===== src/rtl/mem_arbiter_if.sv =====
// Bundle of fetch-port, data-port and shared-memory signals around the arbiter.
// slave is the arbiter's view; master is the view of the clients plus the memory.
interface mem_arbiter_if;
  logic        if_req;
  logic [31:0] if_addr;
  logic        if_done;
  logic [31:0] if_rdata;
  logic        if_stall;

  logic        d_req;
  logic        d_we;
  logic [31:0] d_addr;
  logic [31:0] d_wdata;
  logic [3:0]  d_wstrb;
  logic        d_done;
  logic [31:0] d_rdata;
  logic        d_stall;

  logic        mem_req;
  logic        mem_we;
  logic [31:0] mem_addr;
  logic [31:0] mem_wdata;
  logic [3:0]  mem_wstrb;
  logic        mem_ack;
  logic [31:0] mem_rdata;

  modport slave (
    input  if_req, if_addr, d_req, d_we, d_addr, d_wdata, d_wstrb, mem_ack, mem_rdata,
    output if_done, if_rdata, if_stall, d_done, d_rdata, d_stall,
           mem_req, mem_we, mem_addr, mem_wdata, mem_wstrb
  );

  modport master (
    output if_req, if_addr, d_req, d_we, d_addr, d_wdata, d_wstrb, mem_ack, mem_rdata,
    input  if_done, if_rdata, if_stall, d_done, d_rdata, d_stall,
           mem_req, mem_we, mem_addr, mem_wdata, mem_wstrb
  );
endinterface


===== src/rtl/mem_arbiter.sv =====
// Two-port (fetch/data) arbiter onto one memory: data wins ties, fetch is forced in after
// STARVE_MAX consecutive data grants; each access is a grant cycle plus BUSY until mem_ack.
module mem_arbiter #(
  parameter int STARVE_MAX = 4
) (
  input logic          clk,
  input logic          rst,
  mem_arbiter_if.slave bus
);
  localparam int CW = (STARVE_MAX > 0) ? $clog2(STARVE_MAX + 1) : 1;

  typedef enum logic [1:0] {IDLE, BUSY_I, BUSY_D} state_t;

  state_t        state, state_nxt;
  logic [CW-1:0] starve_cnt;
  logic          starved;
  logic          grant_i, grant_d;
  logic          req_we;
  logic [31:0]   req_addr;
  logic [31:0]   req_wdata;
  logic [3:0]    req_wstrb;

  assign starved = (starve_cnt == CW'(STARVE_MAX));
  assign grant_i = (state == IDLE) && bus.if_req && (!bus.d_req || starved);
  assign grant_d = (state == IDLE) && bus.d_req && !grant_i;

  always_ff @(posedge clk or negedge rst) begin
    if (!rst) begin
      state <= IDLE;
    end else begin
      state <= state_nxt;
    end
  end

  always_comb begin
    state_nxt = state;
    case (state)
      IDLE: begin
        if (grant_i) begin
          state_nxt = BUSY_I;
        end else if (grant_d) begin
          state_nxt = BUSY_D;
        end
      end
      BUSY_I, BUSY_D: begin
        if (bus.mem_ack) begin
          state_nxt = IDLE;
        end
      end
      default: state_nxt = IDLE;
    endcase
  end

  // Done pulses come straight from mem_ack so the client sees completion in the ack cycle.
  always_comb begin
    bus.mem_req   = 1'b0;
    bus.mem_we    = 1'b0;
    bus.mem_wstrb = 4'b0000;
    bus.if_done   = 1'b0;
    bus.d_done    = 1'b0;
    case (state)
      BUSY_I: begin
        bus.mem_req = 1'b1;
        bus.if_done = bus.mem_ack;
      end
      BUSY_D: begin
        bus.mem_req   = 1'b1;
        bus.mem_we    = req_we;
        bus.mem_wstrb = req_wstrb;
        bus.d_done    = bus.mem_ack;
      end
      default: ;
    endcase
  end

  assign bus.mem_addr  = req_addr;
  assign bus.mem_wdata = req_wdata;
  assign bus.if_rdata  = bus.if_done ? bus.mem_rdata : 32'h0;
  assign bus.d_rdata   = (bus.d_done && !req_we) ? bus.mem_rdata : 32'h0;
  assign bus.if_stall  = bus.if_req && !bus.if_done;
  assign bus.d_stall   = bus.d_req && !bus.d_done;

  always_ff @(posedge clk or negedge rst) begin
    if (!rst) begin
      req_we     <= 1'b0;
      req_addr   <= 32'h0;
      req_wdata  <= 32'h0;
      req_wstrb  <= 4'b0000;
      starve_cnt <= '0;
    end else if (grant_i) begin
      req_we     <= 1'b0;
      req_addr   <= bus.if_addr & 32'hFFFF_FFFC;
      req_wdata  <= 32'h0;
      req_wstrb  <= 4'b0000;
      starve_cnt <= '0;
    end else if (grant_d) begin
      req_we     <= bus.d_we;
      req_addr   <= bus.d_addr & 32'hFFFF_FFFC;
      req_wdata  <= bus.d_wdata;
      req_wstrb  <= bus.d_we ? bus.d_wstrb : 4'b0000;
      if (bus.if_req && !starved) begin
        starve_cnt <= starve_cnt + CW'(1);
      end
    end
  end
endmodule

===== src/flat_wrapper.sv =====
// flat-port wrapper written by rule: the top's interface ports become plain ports
module mem_arbiter_flat 
#(
  parameter int STARVE_MAX = 4
)
  (clk, rst, bus_if_req, bus_if_addr, bus_d_req, bus_d_we, bus_d_addr, bus_d_wdata, bus_d_wstrb, bus_mem_ack, bus_mem_rdata, bus_if_done, bus_if_rdata, bus_if_stall, bus_d_done, bus_d_rdata, bus_d_stall, bus_mem_req, bus_mem_we, bus_mem_addr, bus_mem_wdata, bus_mem_wstrb);
  mem_arbiter_if bus_i ();
  input logic clk;
  input logic rst;
  input wire logic [$bits(bus_i.if_req)-1:0] bus_if_req;
  input wire logic [$bits(bus_i.if_addr)-1:0] bus_if_addr;
  input wire logic [$bits(bus_i.d_req)-1:0] bus_d_req;
  input wire logic [$bits(bus_i.d_we)-1:0] bus_d_we;
  input wire logic [$bits(bus_i.d_addr)-1:0] bus_d_addr;
  input wire logic [$bits(bus_i.d_wdata)-1:0] bus_d_wdata;
  input wire logic [$bits(bus_i.d_wstrb)-1:0] bus_d_wstrb;
  input wire logic [$bits(bus_i.mem_ack)-1:0] bus_mem_ack;
  input wire logic [$bits(bus_i.mem_rdata)-1:0] bus_mem_rdata;
  output wire logic [$bits(bus_i.if_done)-1:0] bus_if_done;
  output wire logic [$bits(bus_i.if_rdata)-1:0] bus_if_rdata;
  output wire logic [$bits(bus_i.if_stall)-1:0] bus_if_stall;
  output wire logic [$bits(bus_i.d_done)-1:0] bus_d_done;
  output wire logic [$bits(bus_i.d_rdata)-1:0] bus_d_rdata;
  output wire logic [$bits(bus_i.d_stall)-1:0] bus_d_stall;
  output wire logic [$bits(bus_i.mem_req)-1:0] bus_mem_req;
  output wire logic [$bits(bus_i.mem_we)-1:0] bus_mem_we;
  output wire logic [$bits(bus_i.mem_addr)-1:0] bus_mem_addr;
  output wire logic [$bits(bus_i.mem_wdata)-1:0] bus_mem_wdata;
  output wire logic [$bits(bus_i.mem_wstrb)-1:0] bus_mem_wstrb;
  assign bus_i.if_req = bus_if_req;
  assign bus_i.if_addr = bus_if_addr;
  assign bus_i.d_req = bus_d_req;
  assign bus_i.d_we = bus_d_we;
  assign bus_i.d_addr = bus_d_addr;
  assign bus_i.d_wdata = bus_d_wdata;
  assign bus_i.d_wstrb = bus_d_wstrb;
  assign bus_i.mem_ack = bus_mem_ack;
  assign bus_i.mem_rdata = bus_mem_rdata;
  assign bus_if_done = bus_i.if_done;
  assign bus_if_rdata = bus_i.if_rdata;
  assign bus_if_stall = bus_i.if_stall;
  assign bus_d_done = bus_i.d_done;
  assign bus_d_rdata = bus_i.d_rdata;
  assign bus_d_stall = bus_i.d_stall;
  assign bus_mem_req = bus_i.mem_req;
  assign bus_mem_we = bus_i.mem_we;
  assign bus_mem_addr = bus_i.mem_addr;
  assign bus_mem_wdata = bus_i.mem_wdata;
  assign bus_mem_wstrb = bus_i.mem_wstrb;
  mem_arbiter #(.STARVE_MAX(STARVE_MAX)) u_core (.clk(clk), .rst(rst), .bus(bus_i));
endmodule

===== config.mk =====
export PLATFORM = sky130hd
export DESIGN_NAME = mem_arbiter_flat
export DESIGN_NICKNAME = d
export VERILOG_FILES = /design/src/rtl/mem_arbiter_if.sv /design/src/rtl/mem_arbiter.sv /design/src/flat_wrapper.sv
export SDC_FILE = /design/constraint.sdc
export NUM_CORES = 1
export LEC_CHECK = 0
export CORE_AREA = 2 2 107 109
export CTS_CLUSTER_DIAMETER = 100
export DETAILED_ROUTE_END_ITERATION = 16
export DIE_AREA = 0 0 109 111
export PLACE_DENSITY = 0.91
export SLEW_MARGIN = 10
export SYNTH_ARGS = -nofsm -noshare
export SYNTH_HDL_FRONTEND = slang
export SYNTH_SLANG_ARGS = --single-unit

===== constraint.sdc =====
create_clock -name clk -period 1.8 [get_ports clk]
set_input_delay 0.36 -clock clk [delete_from_list [all_inputs] [get_ports clk]]
set_output_delay 0.36 -clock clk [all_outputs]
set_load 0.01 [all_outputs]

==> results of run 1 <==
## layout make-up
type	instances	area (sq um)	area share [%]
Clock buffer	10	239	3.39
Clock inverter	6	66.3	0.940
Inverter	6	25.0	0.355
Multi-Input combinational cell	258	1760	24.9
Sequential cell	72	1800	25.6
Tap cell	143	179	2.54
Timing Repair Buffer	306	2980	42.3
## routing by layer
| layer | wire, um | GRT usage (%) | up-vias |
|---|---|---|---|
| li1 | - | - | 1907 |
| met1 | 5730 | 27.4 | 1962 |
| met2 | 7320 | 39.0 | 188 |
| met3 | 1020 | 4.94 | 20 |
| met4 | 185 | 6.50 | 0 |
| met5 | 0 | 0 | - |
## where the power goes
part | total [mW] | leakage, nW | internal, mW | switching, mW
clock | 1.78 | 0.141 | 1.11 | 0.664
sequential | 2.87 | 0.874 | 2.41 | 0.462
combinational | 5.79 | 2.21 | 3.19 | 2.60
total | 10.4 | 3.22 | 6.71 | 3.73
## cells in the final DEF, fill, tap and decap left out, drive strengths merged, types with 7 or more instances in the layout
cell type,n
a21oi,30
a22o,34
a31oi,31
and2,40
and3,32
buf,108
clkbuf,11
clkdlybuf4s50,193
dfrtp,72
inv,7
nor2,31
o21ai,34
## how the worst min path moves through the flow
stage / depth (start not counted) / endpoint
detailed placement: 1 / u_core.bus.mem_wdata[15]
global route: 2 / u_core.bus.mem_wdata[15]
CTS: 2 / u_core.bus.mem_wdata[15]
finish: 2 / u_core.bus.mem_wdata[15]
floorplan: 0 / u_core.bus.mem_addr[10]
global placement: 1 / u_core.bus.mem_wdata[13]
## through the flow
step / TNS, ps / cells / instance area, sq um / worst slack [ps]
finish: -9140 / 801 / 7050 / -290
global route: -13290 / 801 / 7050 / -364
CTS: -9800 / 800 / 6940 / -293
detailed placement: -37240 / 770 / 6570 / -523
global placement: -33830 / 770 / 6570 / -454
floorplan: 0 / 374 / 3630 / 141
## registers in the layout (all words and copies together), names as in the netlist
signal and count:
u_core.bus.mem_wdata 32, u_core.bus.mem_addr 30, u_core.req_wstrb 4, u_core.starve_cnt 3, u_core.state 2, u_core.req_we 1
## logic make-up after synthesis
family / Yosys count / synth area share, %
DFF: 72 / 49.6
AOI/OAI and AO/OA: 139 / 25.0
adders and majority gates: 5 / 1.72
other: 1 / 0.103
and+or+nand+nor: 112 / 16.8
buffers and inverters: 44 / 6.79
## timing repair
action                                  in CTS  in global routing
endpoints found under the setup margin      86                 76
buffers inserted                            10                  3
hold endpoints to repair                    20                  0
pin swaps                                   22                  2
resized for setup                          359                 29
cloned                                       4                  0
hold buffers                                 1                  0
==> flow_summary.json, run 1 <==
{
  "reg2reg_to": "u_core.bus.mem_addr[8]",
  "dp_hpwl_um": 9770,
  "r2r-start": "u_core.starve_cnt[0]",
  "synth_edf_count": 0,
  "n_antenna_cell": 0,
  "crit_path_end": "bus_d_rdata[20]",
  "path_depth": 9,
  "synth_area_leaders": "dfrtp_1 50%, a22o_1 8.2%, and2_1 6.9%",
  "routed_wl_um": 14300,
  "p_total_mw": 10.4,
  "rr_worst_depth": 5,
  "ant_nets": 0,
  "synth_common_cells": "72 x dfrtp_1, 40 x and2_1, 34 x a22o_1",
  "cp-startpoint": "u_core.state[0]",
  "critPathSlowestCell": "dfrtp_1",
  "synth-seq-area-share_pct": 49.6,
  "hold_class": "in -> async",
  "syn-cell-area_sq_um": 3630,
  "crit_chain": "inv_2 -> ha_4 -> nand2_4 -> nor2_4 -> buf_4 -> buf_6 -> buf_4 -> and2_4 -> buf_6",
  "rows": 39,
  "grt_use_total_pct": 22.4,
  "crit_buf_inv": 5,
  "nFillCells": 871,
  "arrival_ps": 1730,
  "status": "complete, but fails checks",
  "antenna_found_initial": 0,
  "port_buffers": 269,
  "vias": 4077,
  "setup_viol": 65,
  "critPathMaxStageDelay_ps": 380,
  "area.growth.synth_to_final_pct": 94.2,
  "ys.warnings.count": 0,
  "async_flop_share_pct": 100,
  "powerDensity_nw_per_um2": 1480,
  "core_area_sq_um": 11100,
  "globalplace.congestion": 0.955,
  "clkLatencyLatePin_ps": 320,
  "via_per_inst": 5.09,
  "grt_max_degree": 39,
  "initial_core_util_pct": 32.8,
  "rsz0062_at_grt": "true",
  "finalClockSkew_ps": 12.5,
  "netlist_instances": 373,
  "fin_nets": 796,
  "avgSynthCellArea_sq_um": 9.73,
  "yosysTopAreaCell": "dfrtp_1",
  "drv_slew": 0,
  "startpoint_type": "flip-flop",
  "die_h_um": 111,
  "clk_path_buf_depth": 2,
  "hold_viol_final": 0,
  "cts_buffers": 9,
  "wire_per_inst_um": 17.8,
  "crit_path_max_fanout": 7,
  "synth.most_common_cell": "dfrtp_1",
  "cts-root-buf": "clkbuf_16",
  "drv_cap": 0,
  "max_freq_mhz": 478,
  "synth_cell_types": 27,
  "yosysTopAreaCellShare_pct": 49.6,
  "cts_tree": "yes",
  "clkSinkCount": 72,
  "drc": 0,
  "cp.required_ps": 1440,
  "power.leakage_nw": 3.22,
  "firstDrtPassIters": 5,
  "clkSlewWorstSetupHoldPaths_ps": 60,
  "cts_htree_levels": 3,
  "critPathCaptureType": "output pin",
  "fin_crit_sh_pct": 116,
  "ys_ff_latch": 72,
  "layout-drive-gt1-share_pct": 25.8,
  "fp.dieW_um": 109,
  "die_area_sq_um": 12100,
  "overflow": 0,
  "first_global_vias": 4172,
  "hold_ws_ps": 472,
  "drtIter0Drc": 284,
  "grt_pass1_wl_um": 21300,
  "path_class": "reg -> out",
  "post-route-util_pct": 63.7,
  "synth_ff_type": "dfrtp_1",
  "ir_drop_uv": 805,
  "cp_top_family": "buffers and inverters",
  "rrSetupSlack_ps": 150,
  "num_io_pins": 276,
  "violations": "setup timing",
  "fin_ws_ps": -290,
  "layout_min_cycle_time_ps": 2090
}
Power figures use the tool's default switching activity.
==> run 2, diff against run 1 <==
CAP_MARGIN = 20   (was unset)
PLACE_DENSITY = 0.79   (was 0.91)
==> flow_summary.json, run 2 (synthesis gave the netlist of run 1 again) <==
{
  "status": "complete, but fails checks",
  "violations": "setup timing",
  "drc": 0,
  "hold_viol_final": 0,
  "cp.required_ps": 1440,
  "power.leakage_nw": 3.25,
  "path_class": "reg -> out",
  "setup_viol": 72,
  "fin_crit_sh_pct": 113,
  "overflow": 0,
  "wire_per_inst_um": 17.8,
  "routed_wl_um": 14200,
  "clk_path_buf_depth": 2,
  "fin_nets": 792,
  "cts-root-buf": "clkbuf_16",
  "layout_min_cycle_time_ps": 2030,
  "drtIter0Drc": 261,
  "max_freq_mhz": 492,
  "setup_tns_ps": -11280,
  "final_cell_mix": "193 x clkdlybuf4s50_1, 72 x dfrtp_1, 44 x buf_2",
  "first_global_vias": 4026,
  "finalClockSkew_ps": 6.43,
  "rsz0062_at_grt": "true",
  "vias": 4045,
  "arrival_ps": 1670,
  "cts_htree_levels": 3,
  "globalplace.congestion": 0.844,
  "final-seq-area_sq_um": 1800,
  "ant_nets": 0,
  "die_area_sq_um": 12100,
  "multi_input_area_sq_um": 1750,
  "cts_tree": "yes",
  "rows": 39,
  "die_h_um": 111,
  "startpoint_type": "flip-flop",
  "clkSinkCount": 72,
  "cts_buffers": 9,
  "via_per_inst": 5.08,
  "grt_use_total_pct": 22.3,
  "clkSlewWorstSetupHoldPaths_ps": 60,
  "layout.cells.non_filler": 797,
  "final_area_sq_um": 7070,
  "cp_common_cell": "buf_6",
  "area.growth.synth_to_final_pct": 94.8,
  "antenna_found_initial": 0,
  "drv_slew": 0,
  "firstDrtPassIters": 4,
  "hold_class": "reg -> reg",
  "critPathCaptureType": "output pin",
  "place_inst": 768,
  "initial_core_util_pct": 32.8,
  "critPathSlowestCell": "dfrtp_1",
  "final_common_cell": "clkdlybuf4s50_1",
  "grt_max_degree": 39,
  "fp.dieW_um": 109,
  "crit_path_max_fanout": 8,
  "n_antenna_cell": 0,
  "ir_drop_uv": 677,
  "crit_chain": "inv_2 -> ha_4 -> nand2_4 -> nor2_4 -> buf_6 -> buf_8 -> and2_4 -> buf_6",
  "drv_cap": 0,
  "p_total_mw": 10.8,
  "nFillCells": 883,
  "post-route-util_pct": 63.9,
  "clkLatencyLatePin_ps": 320,
  "largest_reg_flops": 32,
  "dp_hpwl_um": 9610,
  "powerDensity_nw_per_um2": 1530,
  "fin_ws_ps": -232,
  "num_io_pins": 276,
  "critPathMaxStageDelay_ps": 390,
  "layout-drive-gt1-share_pct": 25.2,
  "grt_pass1_wl_um": 21300,
  "port_buffers": 269,
  "core_area_sq_um": 11100,
  "placed_area_sq_um": 6580
}
-- run 2: worst max-delay path, delay by kind of cell (launching register included) --
family,cells,cell delay (ps)
buf+inv,4,450
flops,1,390
fa+ha+maj,1,150
simple gates,3,360
-- run 2: area by class of cell --
class | count | area share, %
clock buffers | 9 | 3.18
clock inverters | 7 | 1.77
inverters | 6 | 0.318
multi-input cells | 258 | 24.8
flip-flops and latches | 72 | 25.5
well taps | 143 | 2.53
repair buffers | 302 | 42.0
-- run 2: power breakdown --
group	switching, mW	total (mW)	internal, mW
registers	0.461	2.87	2.41
clock network	0.707	2.08	1.37
logic	2.61	5.84	3.24
-- run 2: final timing paths --
path	cells past startpoint	slack (ps)	to	from
setup / recovery	8	-230	bus_d_rdata[24]	u_core.state[0]
hold / removal	1	500	u_core.req_wstrb[3]	u_core.req_wstrb[3]
setup reg to reg	9	70	u_core.bus.mem_addr[18]	u_core.state[0]
hold reg to reg	1	500	u_core.req_wstrb[3]	u_core.req_wstrb[3]
max in group asynchronous	3	700	u_core.bus.mem_addr[18]	rst
min in group asynchronous	2	540	u_core.bus.mem_wdata[11]	rst
-- run 2: timing repair --
item / CTS / global route
hold endpoints to repair: 4 / 0
hold buffers: 1 / 0
setup buffers: 7 / 3
gates cloned: 4 / 0
pin swaps: 24 / 3
endpoints found under the setup margin: 74 / 67
gates resized for setup: 351 / 40
-- run 2: stage by stage --
stage               setup WS [ps]  hold slack, ps
CTS                          -290             491
global placement             -472             350
global route                 -291             519
detailed placement           -530             354
floorplan                     141            64.4
finish                       -232             498
-- run 2: metal layers --
metal,global-route usage (%),wire [um]
met5,0,0
met4,6.58,182
met3,5.11,973
met2,36.8,6960
met1,29.0,6070
